### config.mk
export PLATFORM = sky130hd
export DESIGN_NAME = ps2_key_tracker_flat
export DESIGN_NICKNAME = d
export VERILOG_FILES = /design/src/rtl/ps2_key_tracker_if.sv /design/src/rtl/ps2_key_tracker.sv /design/src/flat_wrapper.sv
export SDC_FILE = /design/constraint.sdc
export NUM_CORES = 1
export LEC_CHECK = 0
export CAP_MARGIN = 0
export CORE_UTILIZATION = 54
export CTS_CLUSTER_SIZE = 10
export DETAILED_ROUTE_END_ITERATION = 16
export GPL_ROUTABILITY_DRIVEN = 1
export PLACE_DENSITY_LB_ADDON = 0.1
export SETUP_SLACK_MARGIN = 0.02
export SLEW_MARGIN = 5
export SYNTH_ARGS = -nofsm -noshare
export SYNTH_HDL_FRONTEND = slang
export SYNTH_SLANG_ARGS = --single-unit
### constraint.sdc
create_clock -name clk -period 2.5 [get_ports clk]
set_clock_uncertainty 0.15 [all_clocks]
set_input_delay 0.25 -clock clk [delete_from_list [all_inputs] [get_ports clk]]
set_output_delay 0.25 -clock clk [all_outputs]
set_load 0.05 [all_outputs]
### src/rtl/ps2_key_tracker_if.sv
// ps2_key_tracker_if: byte-in / key-state-out bundle between the PS/2 receiver, key tracker and note mapper
interface ps2_key_tracker_if;
  logic [7:0] scan_code;
  logic       scan_code_ready;
  logic [7:0] key_code;
  logic       key_extended;
  logic       key_held;
  logic       press_pulse;
  logic       release_pulse;
  modport master (
    output scan_code, scan_code_ready,
    input  key_code, key_extended, key_held, press_pulse, release_pulse
  );
  modport slave (
    input  scan_code, scan_code_ready,
    output key_code, key_extended, key_held, press_pulse, release_pulse
  );
endinterface

### src/rtl/ps2_key_tracker.sv
// ps2_key_tracker: decodes PS/2 set-2 E0/F0 prefixes into a single last-key-wins held level with press/release pulses
module ps2_key_tracker #(
  parameter int TIMEOUT_CYCLES = 2000000
) (
  input logic             clk,
  input logic             reset,
  ps2_key_tracker_if.slave bus
);
  localparam int TW = $clog2(TIMEOUT_CYCLES);
  typedef enum logic [1:0] {IDLE, EXT, BRK, EXT_BRK} state_t;
  state_t        state_q, state_d;
  logic [TW-1:0] tmr_q;
  logic          rdy_q;
  logic [7:0]    code_q;
  logic          ext_q, held_q, press_q, rel_q;
  logic          ev, is_e0, is_f0, is_ign, pfx, x, mk, brk, hit, tmo;
  // byte-event detection, make/break classification and prefix-state transitions
  always_comb begin
    ev = bus.scan_code_ready && !rdy_q;
    is_e0 = bus.scan_code == 8'hE0;
    is_f0 = bus.scan_code == 8'hF0;
    is_ign = bus.scan_code inside {8'h00, 8'hAA, 8'hFA, 8'hFE, 8'hFF};
    pfx = is_e0 || is_f0;
    x = state_q == EXT || state_q == EXT_BRK;
    mk = ev && !pfx && (state_q == EXT || (state_q == IDLE && !is_ign));
    brk = ev && !pfx && (state_q == BRK || state_q == EXT_BRK);
    hit = held_q && {ext_q, code_q} == {x, bus.scan_code};
    tmo = state_q != IDLE && tmr_q == TW'(TIMEOUT_CYCLES - 1);
    state_d = !ev ? (tmo ? IDLE : state_q) :
              !pfx ? IDLE :
              state_q == IDLE ? (is_e0 ? EXT : BRK) :
              state_q == EXT ? (is_f0 ? EXT_BRK : EXT) :
              state_q == BRK ? (is_e0 ? EXT_BRK : BRK) : EXT_BRK;
  end
  // FSM, prefix timeout and registered key outputs; a repeat make or a stale break leaves everything unchanged
  always_ff @(posedge clk or posedge reset) begin
    if (reset) begin
      state_q <= IDLE;
      tmr_q <= '0;
      rdy_q <= 1'b0;
      code_q <= 8'h00;
      ext_q <= 1'b0;
      held_q <= 1'b0;
      press_q <= 1'b0;
      rel_q <= 1'b0;
    end else begin
      rdy_q <= bus.scan_code_ready;
      state_q <= state_d;
      tmr_q <= (ev || tmo || state_q == IDLE) ? '0 : tmr_q + TW'(1);
      press_q <= mk && !hit;
      rel_q <= brk && hit;
      if (mk && !hit) begin
        code_q <= bus.scan_code;
        ext_q <= x;
        held_q <= 1'b1;
      end else if (brk && hit) begin
        held_q <= 1'b0;
      end
    end
  end
  assign bus.key_code = code_q;
  assign bus.key_extended = ext_q;
  assign bus.key_held = held_q;
  assign bus.press_pulse = press_q;
  assign bus.release_pulse = rel_q;
endmodule
### src/flat_wrapper.sv
// flat-port wrapper written by rule: the top's interface ports become plain ports
module ps2_key_tracker_flat 
#(
  parameter int TIMEOUT_CYCLES = 2000000
)
  (clk, reset, bus_scan_code, bus_scan_code_ready, bus_key_code, bus_key_extended, bus_key_held, bus_press_pulse, bus_release_pulse);
  ps2_key_tracker_if bus_i ();
  input logic clk;
  input logic reset;
  input wire logic [$bits(bus_i.scan_code)-1:0] bus_scan_code;
  input wire logic [$bits(bus_i.scan_code_ready)-1:0] bus_scan_code_ready;
  output wire logic [$bits(bus_i.key_code)-1:0] bus_key_code;
  output wire logic [$bits(bus_i.key_extended)-1:0] bus_key_extended;
  output wire logic [$bits(bus_i.key_held)-1:0] bus_key_held;
  output wire logic [$bits(bus_i.press_pulse)-1:0] bus_press_pulse;
  output wire logic [$bits(bus_i.release_pulse)-1:0] bus_release_pulse;
  assign bus_i.scan_code = bus_scan_code;
  assign bus_i.scan_code_ready = bus_scan_code_ready;
  assign bus_key_code = bus_i.key_code;
  assign bus_key_extended = bus_i.key_extended;
  assign bus_key_held = bus_i.key_held;
  assign bus_press_pulse = bus_i.press_pulse;
  assign bus_release_pulse = bus_i.release_pulse;
  ps2_key_tracker #(.TIMEOUT_CYCLES(TIMEOUT_CYCLES)) u_core (.clk(clk), .reset(reset), .bus(bus_i));
endmodule
==> Word level (Yosys, flattened, before mapping) <==
Cells that the tools add are included.
{ "totals": {"register_bits": 36, "latchBits": 0, "ramBits": 0, "romBits": 0, "output_inout_bits": 12, "word_cells": 57, "memories": 0} }
{ "op_classes": {"n_addsub": 1, "multipliers": 0, "n_div": 0, "n_lt_le_gt_ge": 0, "n_eq_ne": 11, "shift": 0, "n_mux": 12, "bitwise_logic": 0, "n_reduce_logical": 25} }
{ "ops": {"columns": ["op", "n"], "rows": [
  ["8-bit equality test (second input constant)", 6],
  ["21-bit by 1-bit adder with 21-bit output (second input constant)", 1],
  ["21-bit equality test (second input constant)", 1],
  ["21-bit two-way mux", 1],
  ["2-bit two-way mux", 8],
  ["9-bit equality test", 1],
  ["1-bit logical AND", 9],
  ["8-bit logical NOT", 1],
  ["1-bit logical OR", 6],
  ["2-bit nonzero test", 3],
  ["5-bit nonzero test", 1],
  ["2-bit equality test (second input constant)", 2],
  ["1-bit logical NOT", 4],
  ["1-bit two-way mux", 3],
  ["2-bit by 1-bit equality test with 1-bit output (second input constant)", 1],
  ["2-bit logical NOT", 1]
]} }

==> Depth between registers and ports, before layout <==
{ "logic_depth": {"ltp_word": 8, "mapped_depth": 7, "mapped_depth_nobuf": 6} }

==> Least setup slack after synthesis <==
Ideal clock, no wire load.
{ "synth_timing": {"path_kind": "reg-to-reg", "from": "register u_core.code_q[2], in the netlist u_core.bus.key_code[2]", "to": "register u_core.code_q[0], in the netlist u_core.bus.key_code[0]", "setup_ns": 0.125, "arrival_time_ns": 1.810, "path_slack_ns": 0.415, "path_stages_with_launch": 6, "path_buffers": 0, "synth_period_minus_slack_ns": 2.085, "cell_sequence": "dfrtp_1 -> xnor2_1 -> nand4_1 -> nor3_1 -> a211oi_4 -> mux2_2"} }
{ "synth_between": {"elab_chain_len": 4} }
{ "synth_lines": {"columns": ["item", "line", "source"], "rows": [
  ["start, declared", "ps2_key_tracker.sv:14", "logic [7:0] code_q;"],
  ["start signal, assigned", "ps2_key_tracker.sv:53", "code_q <= bus.scan_code;"],
  ["9-bit equality test", "ps2_key_tracker.sv:27", "hit = held_q && {ext_q, code_q} == {x, bus.scan_code};"],
  ["1-bit logical AND", "ps2_key_tracker.sv:27", null],
  ["1-bit logical NOT", "ps2_key_tracker.sv:52", "if (mk && !hit) begin"],
  ["1-bit logical AND", "ps2_key_tracker.sv:52", null]
]} }
No other way between the ends.
A chain may end at the register's enable or synchronous reset.

==> Final worst setup path <==
{ "layout_timing": {"from": "register u_core.tmr_q[13]", "to": "register u_core.tmr_q[2]"} }
{ "layout_between": {"elab_chain_len": 5} }
{ "layout_lines": {"columns": ["item", "line", "source"], "rows": [
  ["start, declared", "ps2_key_tracker.sv:12", "logic [TW-1:0] tmr_q;"],
  ["start signal, assigned", "ps2_key_tracker.sv:49", "tmr_q <= (ev || tmo || state_q == IDLE) ? '0 : tmr_q + TW'(1);"],
  ["21-bit equality test", "ps2_key_tracker.sv:28", "tmo = state_q != IDLE && tmr_q == TW'(TIMEOUT_CYCLES - 1);"],
  ["1-bit logical AND", "ps2_key_tracker.sv:28", null],
  ["1-bit logical OR (2 in a row)", "ps2_key_tracker.sv:49", null],
  ["21-bit two-way mux", "ps2_key_tracker.sv:49", null]
]} }
No other way between the ends.

==> summary.txt <==
Synthesis
  • Mux cell area share after synthesis: 0.0503
  • Synth Area in Compound Gates: 0.0489
  • Mapped Area: approximately 1800 um2
  • Number of synthesized flops with an enable pin: 0
  • Synth Register Bits: 36
  • Netlist cell types: 34
  • FFs w/ async S/R, synth: 1.00
  • Xor/xnor share of the synthesized area: 0.132
  • Top_reg_cell synth: dfrtp_1
  • Synth Area in Simple Gates: 0.239
  • Syn Inst Count: 170
  • Ys Warns: 0
  • Largest family of logic cells by synthesized area: simple AND/OR/NAND/NOR gates
  • Adder-cell area share of the yosys netlist: 0.00699
  • Mapped Nets: 182
  • Seq/Total Area, Yosys: 0.503
  • Avg Inst Size Synth: between 10 and 15 um2

Power
  • Power Internal: between 0.8 and 0.9 mW
  • Clock network power share: 0.249
  • Net load switching power: 0.352 mW
  • Switch share: 0.304
  • PD cells: 539 nW/um2
  • Combinational power share: 0.210
  • Pleak: around 0.83 nW
  • Max VDD drop: ~0.00035 V
  • Flop pwr share: 0.540

Floorplan
  • Die X: 59.6 um
  • Initial core utilization: 0.577
  • I/O pin cnt: 23
  • Die area: 3550 um2
  • Core area: 3100 um2
  • Site Rows: 20
  • Die Y-Extent: between 50 and 60 um

Critical path
  • CP Max Fanout: 21
  • RR Startpoint: u_core.tmr_q[13]
  • Crit. Startpoint: u_core.tmr_q[13]
  • Worst path required time: roughly 2600 ps
  • Crit path DAT: approximately 2300 ps
  • CP Launch Type: register
  • Critical Path Sink Type: register
  • Crit Path Category: register to register

STA
  • Crit path time final: 2240 ps
  • Final Cycle Share: 0.895
  • FMAX: 447 MHz
  • Final hold violation count: 0
  • Final worst slack: about 260 ps
  • Setup TNS: 0 ps
  • Setup violations, final: 0
  • Relative slew slack: 0.606
  • Worst-Margin Slew: 587 ps
  • Final Max Tran Viols: 0
  • Unrepaired setup endpoints after global routing: false

Clocking
  • Clock-pin slew on the worst setup and hold paths: 110 ps
  • H-tree depth: 2
  • Sink Count: 36
  • Post-CTS Setup Bufs: 0
  • TritonCTS clock tree: yes
  • CTS resizes: 0
  • Root Driver: clkbuf_4
  • CTS Buf Count: 5
  • Clk buf depth: 2
  • Hold-fix buffers, CTS: 0
  • Clock latency on the worst-skew pair: 340 ps

Drt
  • Final antenna-violating net count: 0
  • Drt via density: 5.40
  • DRC violations left: 0
  • Iter 0 DRT Violations: 72
  • Pre-antenna DRT Iters: 4
  • Wire per inst: 13.8 um
  • Routed wire length: 3380 um
  • Routed vias: 1,322

Layout
  • Ant diodes: 0
  • Share of cells above drive strength 1: 0.124
  • Nets: 213
  • Fillers: roughly 250
  • P&R area growth vs syn: 19.8%
  • Final instance area: 2150 um2

Global routing
  • GRT Max-Usage Layer: met2
  • Met1 usage: 0.297
  • Global-route wire length before repair: roughly 5800 um
  • Largest net degree at the start of global routing: 37
  • Total Routing Usage GR: 0.223
  • Initial antenna violation count: 0
  • Total gr overflow: 0
  • GR Util met2: 0.356
  • Vias in the first global route: approximately 1,300
  • Global Route met3 Usage: 0.0590

Worst hold path
  • Hold Path Class: primary input to asynchronous set/reset pin

Flow run
  • Max-capacitance violation count: 0

Placed design
  • Placed instance area: 2100 um2
  • Pre-CTS setup slack: ~130 ps
  • Final Wtd Congestion: 0.842
  • # port buffers: 22
  • Post-DP HPWL: ~2500 um

Status
  • Status: finished clean
==> area by class of cell <==
class / instances / area [um2] / share of cell area
Multi-Input combinational cell: 127 / 855 / 0.398
Tap cell: 44 / 55.1 / 0.0257
Clock buffer: 5 / 37.5 / 0.0175
Clock inverter: 2 / 12.5 / 0.00583
Timing Repair Buffer: 27 / 270 / 0.126
Inverter: 4 / 15.0 / 0.00700
Sequential cell: 36 / 901 / 0.420
==> critical path, stage by stage (launching register included) <==
cell     delay (ps)
dfrtp_1         440
or4_1           520
nor4b_1         340
a41o_1          260
or2_1           100
buf_4           230
nor2_1           80
==> placed cells by master (no fill, tap or decap), types with 2 or more instances in the layout <==
cell	netlist	final
a21oi_1	2	2
and3_1	2	2
and4_1	3	3
buf_4	2	4
clkbuf_4	0	5
clkdlybuf4s50_1	0	22
dfrtp_1	36	36
inv_1	4	4
mux2_2	8	8
nand2_1	14	14
nand2b_1	2	2
nand3_1	6	6
nand4_1	10	10
nor2_1	24	24
nor3_1	5	5
nor4_1	5	5
nor4b_1	2	2
o31ai_1	2	2
xnor2_1	16	16
xor2_1	11	11
==> path summary, 6_finish.rpt <==
| check | to | slack (ps) | depth (start not counted) |
|---|---|---|---|
| worst max-delay path | u_core.tmr_q[2] | 260 | 6 |
| worst min-delay path | u_core.tmr_q[20] | 150 | 3 |
| worst max register to register | u_core.tmr_q[2] | 260 | 6 |
| worst min register to register | u_core.tmr_q[0] | 320 | 1 |
| max in group asynchronous | u_core.tmr_q[6] | 1730 | 3 |
| min in group clk | u_core.rdy_q | 220 | 1 |
==> cell families after synthesis <==
| family | Yosys count |
|---|---|
| and+or+nand+nor | 81 |
| xor gates and xnor gates | 27 |
| AOI/OAI and AO/OA | 10 |
| muxes | 8 |
| DFF | 36 |
| adders and majority gates | 1 |
| buffers and inverters | 7 |
==> state kept, by name (all words and copies together), names as in the netlist <==
name / count
u_core.bus.key_extended: 1
u_core.bus.key_code: 8
u_core.bus.release_pulse: 1
u_core.tmr_q: 21
u_core.bus.press_pulse: 1
u_core.state_q: 2
u_core.rdy_q: 1
u_core.bus.key_held: 1
==> cell usage after synthesis, types with 2 or more instances <==
cell	count	share of area
a21oi_1	2	0.0056
and3_1	2	0.0070
and4_1	3	0.015
buf_4	2	0.0084
dfrtp_1	36	0.50
inv_1	4	0.0084
mux2_2	8	0.050
nand2_1	14	0.029
nand2b_1	2	0.0070
nand3_1	6	0.017
nand4_1	10	0.035
nor2_1	24	0.050
nor3_1	5	0.014
nor4_1	5	0.017
nor4b_1	2	0.0098
o31ai_1	2	0.0084
xnor2_1	16	0.078
xor2_1	11	0.054
==> per-stage QoR <==
step / hold WS, ps / power (mW) / cells / util
floorplan: 131 / 0.790 / 170 / -
global placement: 300 / 0.878 / 238 / 0.675
detailed placement: 306 / 0.882 / 238 / 0.675
CTS: 157 / 1.17 / 245 / 0.692
global route: 193 / 1.21 / 245 / 0.692
finish: 151 / 1.16 / 245 / 0.692
==> layer usage <==
| layer | part of all wire | vias to the layer above |
|---|---|---|
| li1 | - | 656 |
| met1 | 0.50 | 639 |
| met2 | 0.46 | 22 |
| met3 | 0.032 | 5 |
| met4 | 0.013 | 0 |
| met5 | 0 | - |
==> power by group through the flow <==
stage / registers (mW) / logic (mW) / clock network, mW
after floorplan: 0.711 / 0.0787 / 0
after global placement: 0.636 / 0.242 / 0
after detailed placement: 0.637 / 0.245 / 0
after CTS: 0.626 / 0.245 / 0.301
after global routing: 0.628 / 0.260 / 0.321
final: 0.625 / 0.244 / 0.289
No activity file was read; power rests on OpenSTA's default activity.
==> RTL change (same settings) <==
`TIMEOUT_CYCLES` is set to 2000000 in 2 places; all go to 1000000.
--- a/src/rtl/ps2_key_tracker.sv
+++ b/src/rtl/ps2_key_tracker.sv
@@ -1,6 +1,6 @@
 // ps2_key_tracker: decodes PS/2 set-2 E0/F0 prefixes into a single last-key-wins held level with press/release pulses
 module ps2_key_tracker #(
-  parameter int TIMEOUT_CYCLES = 2000000
+  parameter int TIMEOUT_CYCLES = 1000000
 ) (
   input logic             clk,
   input logic             reset,
--- a/src/flat_wrapper.sv
+++ b/src/flat_wrapper.sv
@@ -1,7 +1,7 @@
 // flat-port wrapper written by rule: the top's interface ports become plain ports
 module ps2_key_tracker_flat 
 #(
-  parameter int TIMEOUT_CYCLES = 2000000
+  parameter int TIMEOUT_CYCLES = 1000000
 )
   (clk, reset, bus_scan_code, bus_scan_code_ready, bus_key_code, bus_key_extended, bus_key_held, bus_press_pulse, bus_release_pulse);
   ps2_key_tracker_if bus_i ();
Formal check against the unedited RTL: same outputs for any inputs over 10 cycles, from zero or initial values and one cycle with reset high; that may be too few to reach the edited logic, so the function may still have changed.
==> RTL change against the unedited design <==
Register-to-register slack better by 0.24 ns. First-iteration DRC count down 50%. Sequential cell count down 1. Setup slack better by 0.083 ns. Critical path depth unchanged. Final area down 0.23%. Area after synthesis down 2.9%. Total power up 11%. Wire length up 0.59%. Largest power group unchanged.
==> RTL change: results (changes against the unedited design) <==
* Status: complete, no violations
* Cells after Synth at 165 (-2.9%)
* GRT Overall Usage at 22.8% (+0.48 points)
* Layout cells sized above 1 at 13.6% (+1.1 points)
* Post-cts sizing count at 0 (unchanged)
* Net Sw Frac at 27.9% (-2.6 points)
* Max reg flops at 20 (-4.8%)
* CTS buffer count at 5 (unchanged)
* Reg clk slew, reported paths at 0.11 ns (about the same)
* N_diodes at 0 (unchanged)
* DRT Pass-1 Iters at 5 (+1)
* # H-tree levels at 2 (unchanged)
* Wire per inst at 14.0 um (+1.4%)
* Pre-CTS WS at 0.0214 ns (-0.109 ns)
* Largest Register: u_core.tmr_q
* Post-DP HPWL at 2390 um (-4.5%)
* Max Cap Viol at 0 (unchanged)
* Sequential cell area fraction in the yosys report at 50.4% (about the same)
* Synthesis Warnings at 0 (unchanged)
* Setup bufs post-CTS at 0 (unchanged)
* Synth cell types at 29 (-15%)
* Clk Tree Root Cell: clkbuf_4
* CP arrival at 2.24 ns (-0.07 ns)
* Clk_lat worst skew at 0.35 ns
* Static leakage at 0.919 nW (+10%)
* Vias in the first global route at 1307 (+0.15%)
* Initial DRC count at 36 (-50%)
* Nets at 210 (-1.4%)
* Largest net degree at the start of global routing at 36 (-2.7%)
* Placed cell count at 235 (-1.3%)
* Routed WL at 3400 um (+0.59%)
* Synth top area cells: dfrtp_1 50%, xor2_1 9.1%, mux2_4 6.9%
* Maximum VDD drop at 0.491 mV (+39%)
* Async S/R FF share, synth at 100% (unchanged)
* Initial antenna violation count at 0 (unchanged)
* Worst-Margin Slew at 0.629 ns (+0.0428 ns)
* Longest Clk Path Bufs at 2 (unchanged)
* GPL Wtd Cong at 0.807 (-4.2%)
* First-pass GRT wire length at 5660 um (-1.6%)
* Filler cells at 261 (+5.7%)
* Syn nets at 177 (-2.7%)
* Input/output buffers at 22 (unchanged)
* Maximum fanout along the worst path at 9 (-57%)
* Avg Vias per Cell at 5.40 (about the same)
* Synth cell count leaders: 35 x dfrtp_1, 29 x nor2_1, 18 x xor2_1
* Worst min path class: in -> async
[RTL change: changes by cell type in the layout (fill, tap and decap cells not counted), sizes merged, moves of 5 or more]
cell   change
xnor2      -7
xor2       +7
nand2      -6
nand4      -5
nor2       +5
[RTL change: cells by family after synthesis]
family | share of synthesized area [%]
AO/OA/AOI/OAI | 5.25
AND/OR/NAND/NOR | 21.2
flip-flops | 50.4
multiplexers | 6.91
XOR/XNOR | 13.6
adder cells (fa/ha/maj) | 0.719
buffers and inverters | 2.01
[RTL change: worst max-delay path, stage by stage]
cell and delay, ns:
clkdlybuf4s50_1 0.55, nor3_1 0.26, a21oi_1 0.06, o31a_1 0.36, o211ai_4 0.41, mux2_4 0.34
[RTL change: path summary, 6_finish.rpt]
path	to	slack, ns	from	cells after the start
worst max-delay path	u_core.bus.key_code[2]$_DFFE_PP0P_	0.35	bus_scan_code[4]	6
worst min-delay path	u_core.bus.key_extended$_DFFE_PP0P_	0.15	reset	3
worst max register to register	u_core.bus.key_code[2]$_DFFE_PP0P_	0.50	u_core.bus.key_code[2]$_DFFE_PP0P_	6
worst min register to register	u_core.tmr_q[0]$_DFF_PP0_	0.36	u_core.tmr_q[0]$_DFF_PP0_	1
max in group asynchronous	u_core.bus.key_code[3]$_DFFE_PP0P_	1.74	reset	3
min in group clk	u_core.rdy_q$_DFF_PP0_	0.20	bus_scan_code_ready	1
[RTL change: cell type report]
type / count / area share [%]
Clock inverter: 2 / 1.64
Inverter: 6 / 1.05
Multi-Input combinational cell: 121 / 38.7
Tap cell: 44 / 2.57
Timing Repair Buffer: 29 / 12.7
Clock buffer: 6 / 2.40
Sequential cell: 35 / 40.9
[RTL change: through the flow]
step	hold slack (ns)	area [um2]
floorplan	0.131	1740
global placement	0.321	2050
detailed placement	0.348	2050
CTS	0.144	2140
global route	0.173	2140
finish	0.145	2140
[RTL change: per-layer routing]
metal | vias up | share of wire [%] | track usage (%)
li1 | 633 | - | -
met1 | 642 | 44 | 26.4
met2 | 27 | 48 | 36.9
met3 | 10 | 4.7 | 7.47
met4 | 0 | 3.0 | 13.3
met5 | - | 0 | 0
[RTL change: power groups by stage]
stage | registers [mW] | clock network [mW] | logic, mW
finish | 0.610 | 0.433 | 0.245
global route | 0.613 | 0.466 | 0.260
CTS | 0.610 | 0.445 | 0.247
detailed placement | 0.621 | 0 | 0.246
global placement | 0.619 | 0 | 0.243
floorplan | 0.694 | 0 | 0.0801
